<file path="config.mk">
export PLATFORM = sky130hd
export DESIGN_NAME = axi_tdd_ng_sync_gen_mc
export DESIGN_NICKNAME = d
export VERILOG_FILES = /design/src/rtl/axi_tdd_ng_pkg.sv /design/src/rtl/axi_tdd_ng_sync_ch.sv /design/src/rtl/axi_tdd_ng_sync_gen_mc.sv
export SDC_FILE = /design/constraint.sdc
export NUM_CORES = 2
export LEC_CHECK = 0
export CORE_UTILIZATION = 40
export DETAILED_ROUTE_END_ITERATION = 6
export DONT_BUFFER_PORTS = 1
export GPL_TIMING_DRIVEN = 1
export PLACE_DENSITY = 0.67
export SYNTH_ARGS = -nofsm -noshare
export SYNTH_HDL_FRONTEND = slang
export SYNTH_SLANG_ARGS = --single-unit
</file>
<file path="constraint.sdc">
create_clock -name clk -period 3.91 [get_ports clk]
set_clock_uncertainty 0.2 [all_clocks]
set_input_delay 0.9775 -clock clk [delete_from_list [all_inputs] [get_ports clk]]
set_output_delay 0.9775 -clock clk [all_outputs]
set_load 0.03 [all_outputs]
</file>
<file path="src/rtl/axi_tdd_ng_pkg.sv">
// axi_tdd_ng_pkg: channel state type and synchroniser depth shared by the TDD sync generator
package axi_tdd_ng_pkg;
    typedef enum logic [2:0] {IDLE, ARMED, OFFSET, RUN, DONE} ch_state_t;
    localparam int SYNC_CDC_STAGES = 3;
endpackage

</file>
<file path="src/rtl/axi_tdd_ng_sync_ch.sv">
// axi_tdd_ng_sync_ch: one sync channel FSM; offset phase then periodic pulses for a bounded or unbounded burst
// Ports: clk, resetn (sync, active-low); start (registered common start event);
//        enable (global & channel enable); offset/period/burst (sampled at start);
//        sync_out (registered pulse), active (OFFSET or RUN), done (burst completed)
module axi_tdd_ng_sync_ch
    import axi_tdd_ng_pkg::*;
#(
    parameter int SYNC_COUNT_WIDTH = 32,
    parameter int BURST_WIDTH      = 16
) (
    input  logic                        clk,
    input  logic                        resetn,
    input  logic                        start,
    input  logic                        enable,
    input  logic [SYNC_COUNT_WIDTH-1:0] offset,
    input  logic [SYNC_COUNT_WIDTH-1:0] period,
    input  logic [BURST_WIDTH-1:0]      burst,
    output logic                        sync_out,
    output logic                        active,
    output logic                        done
);
    ch_state_t                   st, st_n;
    logic [SYNC_COUNT_WIDTH-1:0] cnt, cnt_n, off, off_n, per, per_n;
    logic [BURST_WIDTH-1:0]      pc, pc_n, bur, bur_n;
    logic                        fire_n;

    // per holds the latched period-1, so a period of 0 or 1 both wrap every cycle.
    // Outputs are registered from the next-state values, so each output matches
    // the state the channel occupies in the same cycle.
    always_comb begin
        st_n  = st;
        cnt_n = cnt;
        off_n = off;
        per_n = per;
        pc_n  = pc;
        bur_n = bur;
        if (!enable) begin
            st_n = IDLE;
        end else if (start && st != IDLE) begin
            st_n  = OFFSET;
            cnt_n = '0;
            pc_n  = '0;
            off_n = offset;
            per_n = (period == '0) ? '0 : period - SYNC_COUNT_WIDTH'(1);
            bur_n = burst;
        end else begin
            case (st)
                IDLE: st_n = ARMED;
                OFFSET: begin
                    if (cnt == off) begin
                        cnt_n = '0;
                        pc_n  = BURST_WIDTH'(1);
                        st_n  = (bur == BURST_WIDTH'(1)) ? DONE : RUN;
                    end else begin
                        cnt_n = cnt + SYNC_COUNT_WIDTH'(1);
                    end
                end
                RUN: begin
                    if (cnt == per) begin
                        cnt_n = '0;
                        pc_n  = pc + BURST_WIDTH'(1);
                        st_n  = (bur != '0 && pc_n == bur) ? DONE : RUN;
                    end else begin
                        cnt_n = cnt + SYNC_COUNT_WIDTH'(1);
                    end
                end
                default: st_n = st;
            endcase
        end
        fire_n = (st_n == OFFSET && cnt_n == off_n) || (st_n == RUN && cnt_n == per_n);
    end

    always_ff @(posedge clk) begin
        if (!resetn) begin
            st       <= IDLE;
            cnt      <= '0;
            off      <= '0;
            per      <= '0;
            pc       <= '0;
            bur      <= '0;
            sync_out <= 1'b0;
            active   <= 1'b0;
            done     <= 1'b0;
        end else begin
            st       <= st_n;
            cnt      <= cnt_n;
            off      <= off_n;
            per      <= per_n;
            pc       <= pc_n;
            bur      <= bur_n;
            sync_out <= fire_n;
            active   <= (st_n == OFFSET) || (st_n == RUN);
            done     <= (st_n == DONE);
        end
    end
endmodule

</file>
<file path="src/rtl/axi_tdd_ng_sync_gen_mc.sv">
// axi_tdd_ng_sync_gen_mc: multi-channel TDD sync pulse generator launched by a common soft/external start
// Ports: clk, resetn (sync, active-low); sync_in (external sync level); tdd_enable;
//        tdd_sync_ext (allow external edge); tdd_sync_soft (soft start pulse);
//        ch_enable/ch_offset/ch_period/ch_burst (per-channel config, flattened);
//        sync_out, ch_active, ch_done (per-channel status)
// Build option: AXI_TDD_NG_SYNC_CDC_EN adds a 3-flop synchroniser on sync_in.
module axi_tdd_ng_sync_gen_mc
    import axi_tdd_ng_pkg::*;
#(
    parameter int NUM_CH           = 4,
    parameter int SYNC_COUNT_WIDTH = 32,
    parameter int BURST_WIDTH      = 16
) (
    input  logic                               clk,
    input  logic                               resetn,
    input  logic                               sync_in,
    input  logic                               tdd_enable,
    input  logic                               tdd_sync_ext,
    input  logic                               tdd_sync_soft,
    input  logic [NUM_CH-1:0]                  ch_enable,
    input  logic [NUM_CH*SYNC_COUNT_WIDTH-1:0] ch_offset,
    input  logic [NUM_CH*SYNC_COUNT_WIDTH-1:0] ch_period,
    input  logic [NUM_CH*BURST_WIDTH-1:0]      ch_burst,
    output logic [NUM_CH-1:0]                  sync_out,
    output logic [NUM_CH-1:0]                  ch_active,
    output logic [NUM_CH-1:0]                  ch_done
);
    logic ext_edge, start_r;

`ifdef AXI_TDD_NG_SYNC_CDC_EN
    logic [SYNC_CDC_STAGES-1:0] m;

    always_ff @(posedge clk) begin
        if (!resetn) m <= '0;
        else         m <= {m[SYNC_CDC_STAGES-2:0], sync_in};
    end

    assign ext_edge = m[SYNC_CDC_STAGES-2] & ~m[SYNC_CDC_STAGES-1];
`else
    logic sync_in_d;

    always_ff @(posedge clk) begin
        if (!resetn) sync_in_d <= 1'b0;
        else         sync_in_d <= sync_in;
    end

    assign ext_edge = sync_in & ~sync_in_d;
`endif

    always_ff @(posedge clk) begin
        if (!resetn) start_r <= 1'b0;
        else         start_r <= tdd_sync_soft | (tdd_sync_ext & ext_edge);
    end

    for (genvar i = 0; i < NUM_CH; i++) begin : g_ch
        axi_tdd_ng_sync_ch #(
            .SYNC_COUNT_WIDTH(SYNC_COUNT_WIDTH),
            .BURST_WIDTH     (BURST_WIDTH)
        ) u_ch (
            .clk     (clk),
            .resetn  (resetn),
            .start   (start_r),
            .enable  (tdd_enable & ch_enable[i]),
            .offset  (ch_offset[i*SYNC_COUNT_WIDTH +: SYNC_COUNT_WIDTH]),
            .period  (ch_period[i*SYNC_COUNT_WIDTH +: SYNC_COUNT_WIDTH]),
            .burst   (ch_burst[i*BURST_WIDTH +: BURST_WIDTH]),
            .sync_out(sync_out[i]),
            .active  (ch_active[i]),
            .done    (ch_done[i])
        );
    end
endmodule

</file>
**Word level (Yosys, flattened, before mapping)**

Index checks and enable logic that the tools add are counted.

- Flip-flop bits (word level): 538
- Bits of input ports: 330
- Word-level logic and storage cells: 246

- Add/sub/neg operators: 12
- Reduce and logical (&&, ||, !) cells: 52
- Bitwise gates (word level): 8
- Mux-type cells: 84
- Equality and inequality tests: 52

Operators with widths:

| kind | count |
|---|---|
| 32-bit 2-to-1 mux | 36 |
| 32-bit == test | 16 |
| 32-bit case mux with 2 select lines | 4 |
| 16-bit 2-to-1 mux | 12 |
| 32-bit by 1-bit adder with 32-bit output (second input constant) | 4 |
| 32-bit zero test | 4 |
| 16-bit case mux with 2 select lines | 4 |
| 32-bit by 1-bit subtractor with 32-bit output (second input constant) | 4 |
| 3-bit 2-to-1 mux | 24 |
| 16-bit by 1-bit adder with 16-bit output (second input constant) | 4 |
| 16-bit by 1-bit == test with 1-bit output (second input constant) | 4 |
| 16-bit == test | 4 |
| 16-bit nonzero test | 4 |
| 3-bit by 2-bit == test with 1-bit output (second input constant) | 16 |
| 3-bit case mux with 3 select lines | 4 |
| 3-bit by 1-bit != test with 1-bit output (second input constant) | 8 |
| 3-bit nonzero test | 8 |
| 1-bit logical AND | 16 |
| 4-bit AND reduction | 4 |
| 3-bit == test (second input constant) | 4 |
| 3-bit zero test | 4 |
| 1-bit logical OR | 8 |
| 2-bit AND reduction | 4 |
| 1-bit AND | 6 |
| 2 further kinds | 2 |

**Depth between registers and ports, before layout**

- Depth in word-level cells: 11
- Mapped depth: 15
- Gate-level depth less buffers: 12

**Hierarchy**

A second synthesis with hierarchy kept.

- Cell total of the unflattened synthesis: 4833
- Area, all modules: 37064.3 sq um

By module, submodules not included:

| module | times used | area each (sq um) | sequential area each (sq um) | cells an instance |
|---|---|---|---|---|
| axi_tdd_ng_sync_ch at g_ch[1].u_ch ... | 2 | 9288.9 | 2682.6 | 1218 |
| axi_tdd_ng_sync_ch at g_ch[3].u_ch | 1 | 9355.2 | 2682.6 | 1208 |
| axi_tdd_ng_sync_ch at g_ch[0].u_ch | 1 | 9042.4 | 2682.6 | 1179 |
| axi_tdd_ng_sync_gen_mc | 1 | 88.8 | 40.0 | 10 |

**Worst setup path before layout**

OpenSTA, ideal clock, no wires.

- Path kind: input to register
- From: input ch_period[74]
- To: register g_ch[2].u_ch.sync_out
- Arrival time: 3887 ps
- Setup time: 92 ps
- Data required time: 3618 ps
- Path slack: -269 ps
- Stages: 12
- Path through: or4_1 > clkbuf_1 > or3_1 > clkbuf_1 > or4_4 > or4b_1 > a31oi_1 > xnor2_1 > o211ai_1 > nor4_1 > nand4_1 > o32ai_1

- Longest elaborated chain between the ends: 7
- Elaborated cells between the ends (all ways): 8

RTL lines:

| what | line | source |
|---|---|---|
| from (decl) | axi_tdd_ng_sync_gen_mc.sv:22 | `input logic [NUM_CH*SYNC_COUNT_WIDTH-1:0] ch_period,` |
| 32-bit by 1-bit subtractor with 32-bit output or 32-bit zero test (tied branches) | axi_tdd_ng_sync_ch.sv:44 | `per_n = (period == '0) ? '0 : period - SYNC_COUNT_WIDTH'(1);` |
| 32-bit 2-to-1 mux (*) | axi_tdd_ng_sync_ch.sv:44 |  |
| 32-bit 2-to-1 mux (*) | axi_tdd_ng_sync_ch.sv:39 | `end else if (start && st != IDLE) begin` |
| 32-bit 2-to-1 mux (*) | axi_tdd_ng_sync_ch.sv:37 | `if (!enable) begin` |
| 32-bit == test (*) | axi_tdd_ng_sync_ch.sv:70 | `fire_n = (st_n == OFFSET && cnt_n == off_n) \|\| (st_n == RUN && cnt_n == per_n);` |
| 1-bit logical AND (*) | axi_tdd_ng_sync_ch.sv:70 |  |
| 1-bit logical OR (*) | axi_tdd_ng_sync_ch.sv:70 |  |
| to (signal assigned) | axi_tdd_ng_sync_ch.sv:91 | `sync_out <= fire_n;` |
| to (decl) | axi_tdd_ng_sync_ch.sv:18 | `output logic sync_out,` |

Every way passes the cells marked *; elsewhere a longest branch is shown, timed or not.
A chain may end at the register's enable or synchronous reset.

**Worst setup path in the final report**

- From: register g_ch[0].u_ch.pc[1]
- To: register g_ch[0].u_ch.sync_out

- Longest elaborated chain between the ends: 11
- Elaborated cells between the ends (all ways): 13

RTL lines:

| what | line | source |
|---|---|---|
| from (decl) | axi_tdd_ng_sync_ch.sv:24 | `logic [BURST_WIDTH-1:0] pc, pc_n, bur, bur_n;` |
| from (signal assigned) | axi_tdd_ng_sync_ch.sv:89 | `pc <= pc_n;` |
| 16-bit by 1-bit adder with 16-bit output (*) | axi_tdd_ng_sync_ch.sv:61 | `pc_n = pc + BURST_WIDTH'(1);` |
| 16-bit == test (*) | axi_tdd_ng_sync_ch.sv:62 | `st_n = (bur != '0 && pc_n == bur) ? DONE : RUN;` |
| 1-bit logical AND (*) | axi_tdd_ng_sync_ch.sv:62 |  |
| 3-bit 2-to-1 mux (*) | axi_tdd_ng_sync_ch.sv:62 |  |
| 3-bit 2-to-1 mux (*) | axi_tdd_ng_sync_ch.sv:59 | `if (cnt == per) begin` |
| 3-bit case mux with 3 select lines (*) | axi_tdd_ng_sync_ch.sv:47 | `case (st)` |
| 3-bit 2-to-1 mux (*) | axi_tdd_ng_sync_ch.sv:39 |  |
| 3-bit 2-to-1 mux (*) | axi_tdd_ng_sync_ch.sv:37 |  |
| 3-bit by 2-bit == test with 1-bit output | axi_tdd_ng_sync_ch.sv:70 |  |
| 1-bit logical AND | axi_tdd_ng_sync_ch.sv:70 |  |
| 1-bit logical OR (*) | axi_tdd_ng_sync_ch.sv:70 |  |
| to (signal assigned) | axi_tdd_ng_sync_ch.sv:91 |  |
| to (decl) | axi_tdd_ng_sync_ch.sv:18 |  |

Marked as above.

==> summary.txt <==
Outcome
  • Status: finished, violations left
  • Violated checks: design-rule violations

Pwr
  • Sequential share of power: 0.427
  • Clock share of power: 0.519
  • Max IR drop VDD: 0.283 mV
  • Sw Pwr: 3.11 mW
  • Pleak: 18.2 nW
  • PwrDens: 282 nW/um^2
  • Switch share: 0.240
  • Logic pwr share: 0.054
  • Internal power: 9.85 mW

Global route
  • Global-route wire length before repair: 227 mm
  • Congestion Overflow GR: 0
  • Largest net degree at the start of global routing: 112
  • Initial antenna violation count: 16
  • Vias in the first global route: 37200
  • GR Util All Layers: 0.312

STA
  • RSZ-0062 raised after global routing: false
  • Worst slew pin tran: 805 ps
  • Fin. Hold Viols: 0
  • Pins Over Slew Limit: 0
  • Worst slew margin: 0.456
  • Final Critical Period: 3830 ps
  • Period utilisation layout: 0.980
  • Hold_ws: 269 ps
  • Setup TNS: 0 ps
  • Max Fclk: 261 MHz
  • Final Setup Violations: 0

Synthesis
  • Yosys Warn Count: 0
  • Synth unique cells: 99
  • Synth Flop Type: dfxtp_1
  • Share of the synthesized area in the top cell type: 0.292
  • #FFs+latches synth: 538
  • Cell taking the most area after synthesis: dfxtp_1
  • FFs w/ async S/R, synth: 0
  • Area contributors post-synth: dfxtp_1 (29%), xnor2_1 (8.8%), xor2_1 (6.8%)
  • Seq/Total Area, Yosys: 0.292
  • EDFF count, synth: 0
  • Mapped Avg Cell Area: 7.64 sq um
  • Syn Nets: 5170
  • Cell Area, Synth: 36900 sq um
  • Gate Count Post-Synth: 4824

Floorplan
  • Initial Util: 0.406
  • Num ports: 342
  • Core Box Area: 90700 sq um
  • Die height: 306 microns
  • Die width: 306 microns
  • Die area: 93300 sq um
  • Floorplan row count: 110

Clock tree
  • CTS sink cnt: 538
  • CTS tree: done
  • Worst-skew pair later-pin latency: 640 ps
  • CTS Root Cell: clkbuf_16
  • Clock Tree Buf Depth: 3
  • H-tree levels: 3
  • Register clock-pin slew on the reported worst setup and hold paths: 60 ps
  • CTS Buf Count: 68

Setup path
  • Required @ worst endpoint: 4260 ps
  • R2R depth: 10
  • Worst Setup End Kind: flop
  • RR Startpoint: g_ch[0].u_ch.pc[1]
  • Critical path class: reg2reg
  • Maximum fanout along the worst path: 7
  • Worst Path Arrival: 4180 ps
  • Kind of start point of the critical path: flop
  • Reg2reg setup slack: 80 ps
  • Crit. Startpoint: g_ch[0].u_ch.pc[1]

Route
  • Drt total wl: 151 mm
  • Via-to-Cell Ratio: 5.99
  • DR pass1 iterations: 7
  • Vias: 39500
  • Met2 routed WL: 68.6 mm
  • Metal1 wirelength: 63.3 mm
  • Routed wl met3: 12.7 mm
  • Residual DRC count: 10
  • Top routing layer in use: met5
  • Routed length per placed instance: 22.9 microns
  • Final ANT Viol Nets: 0
  • Initial drt markers: 4310

Layout
  • P&R area growth vs syn: 24.5%
  • Layout Nets: 5708
  • Layout cells sized above 1: 0.191
  • Design area: 45900 sq um

Hold path
  • Worst min path class: in2reg
  • Worst hold path depth: 1
  • Min-Delay Startpoint: sync_in

Placed design
  • Post-DP HPWL: 120 mm
  • I/O Buffers: 0
  • Placed cell areas: 43300 sq um
  • Gpl congestion: 1.02

Run
  • Max_cap viols: 0
synthesized netlist by cell type, types with 11 or more instances:
cell type  count
a211oi_1      29
a22oi_1       17
a221oi_1      11
nor3b_1       20
nand4b_1      18
inv_1         57
nor3_1       165
and3_1        56
o21ai_0      178
nand3b_1      17
xnor2_1      371
nor2_1       507
nand2b_1      27
nand2_1      524
o21a_1        15
or3_1         89
a32oi_1       15
o22ai_1       35
clkbuf_1     244
a21o_1        14
o211ai_1      25
o2111ai_1     12
buf_2         41
nand4_1      178
buf_1         26
or4_1         61
a21oi_1      251
ha_1          16
nor4b_1       31
nand3_1      142
buf_4         12
o31ai_1       43
and2_1       121
mux2i_1      119
or2_2         20
o221ai_1      11
nor4_1       166
dfxtp_1      538
and4_1        26
o31a_1        20
a31oi_1       39
xor2_1       287
nor2b_1       26
layer usage:
metal | vias up | GRT usage
li1 | 18500 | -
met1 | 18800 | 0.405
met2 | 1835 | 0.504
met3 | 383 | 0.0595
met4 | 20 | 0.130
met5 | - | 0
power by group through the flow:
stage	Combinational (mW)	Clock (mW)	Sequential, mW
2_1_floorplan	0.429	0	5.64
3_3_place_gp	0.683	0	5.65
3_5_place_dp	0.685	0	5.65
4_1_cts	0.691	6.82	5.53
5_1_grt	0.751	7.03	5.53
6_report	0.705	6.72	5.53
kinds of logic (layout without fill, tap and decap cells):
group,after synthesis,count (layout),share of synthesized area
flip-flops,538,538,0.292
other,0,4,0
XOR/XNOR,660,660,0.158
multiplexers,125,125,0.0345
buffers and inverters,385,974,0.0419
adder cells (fa/ha/maj),16,16,0.00543
AO/OA/AOI/OAI,853,853,0.151
AND/OR/NAND/NOR,2247,2247,0.317
final cells by class:
class                   instances  area [sq um]
diodes                          4          10.0
clock buffers                  97          2010
clock inverters                24           334
fillers                      8840         44800
inverters                      59           246
multi-input cells            3901         24800
flip-flops and latches        538         10800
well taps                    1176          1470
repair buffers                794          6150
flip-flops by register name, indices dropped and copies added (netlist names):
register,flops
sync_in_d,1
g_ch.u_ch.done,4
g_ch.u_ch.active,4
g_ch.u_ch.bur,64
g_ch.u_ch.per,128
g_ch.u_ch.off,128
start_r,1
g_ch.u_ch.sync_out,4
g_ch.u_ch.cnt,128
g_ch.u_ch.st,12
g_ch.u_ch.pc,64
path summary, 6_finish.rpt:
| kind | end |
|---|---|
| setup / recovery | g_ch[0].u_ch.sync_out |
| hold / removal | sync_in_d |
| setup reg to reg | g_ch[0].u_ch.sync_out |
| hold reg to reg | g_ch[3].u_ch.pc[15] |
critical path, cell delays in order, from the launching register on:
cell and delay [ps]:
dfxtp_1 370, ha_1 300, nand3_1 270, or4_1 540, xnor2_1 170, nor2_1 60
nand4_1 250, nor4_1 90, or4_1 700, or4_1 570, o31ai_1 220
stage by stage:
step / setup slack, ps / instances / utilization / total power, mW
after floorplan: -242 / 4824 / - / 6.07
after global placement: -414 / 6465 / 0.477 / 6.33
after detailed placement: -403 / 6465 / 0.477 / 6.33
after CTS: 19.4 / 6587 / 0.504 / 13.0
after global routing: 1.57 / 6593 / 0.506 / 13.3
final: 80.0 / 6593 / 0.506 / 13.0
timing repair:
action | in CTS | in global routing
buffers inserted | 1 | 3
gates cloned | 0 | 0
gates resized for setup | 6 | 41
endpoints found under the setup margin | 1 | 11
pin swaps | 4 | 6
hold buffers | 0 | 0
placed cells by master (no fill, tap or decap), types with 19 or more instances in the layout:
| cell type | instances |
|---|---|
| nand4_1 | 178 |
| o211ai_1 | 25 |
| o31ai_1 | 42 |
| and2_1 | 119 |
| nor4b_1 | 28 |
| and4_1 | 25 |
| o22ai_1 | 35 |
| o21ai_0 | 176 |
| nand2_1 | 519 |
| buf_4 | 779 |
| o31a_1 | 19 |
| nor4_1 | 156 |
| a211oi_1 | 27 |
| nor2_1 | 504 |
| mux2i_1 | 118 |
| or4_1 | 57 |
| nor2b_1 | 26 |
| xor2_1 | 284 |
| a21oi_1 | 251 |
| nor3_1 | 163 |
| or3_1 | 89 |
| inv_1 | 55 |
| nand2b_1 | 25 |
| and3_1 | 56 |
| dfxtp_1 | 523 |
| a31oi_1 | 39 |
| nor3b_1 | 20 |
| clkbuf_16 | 71 |
| or2_2 | 20 |
| xnor2_1 | 371 |
| nand3_1 | 142 |
Power figures use the tool's default switching activity.
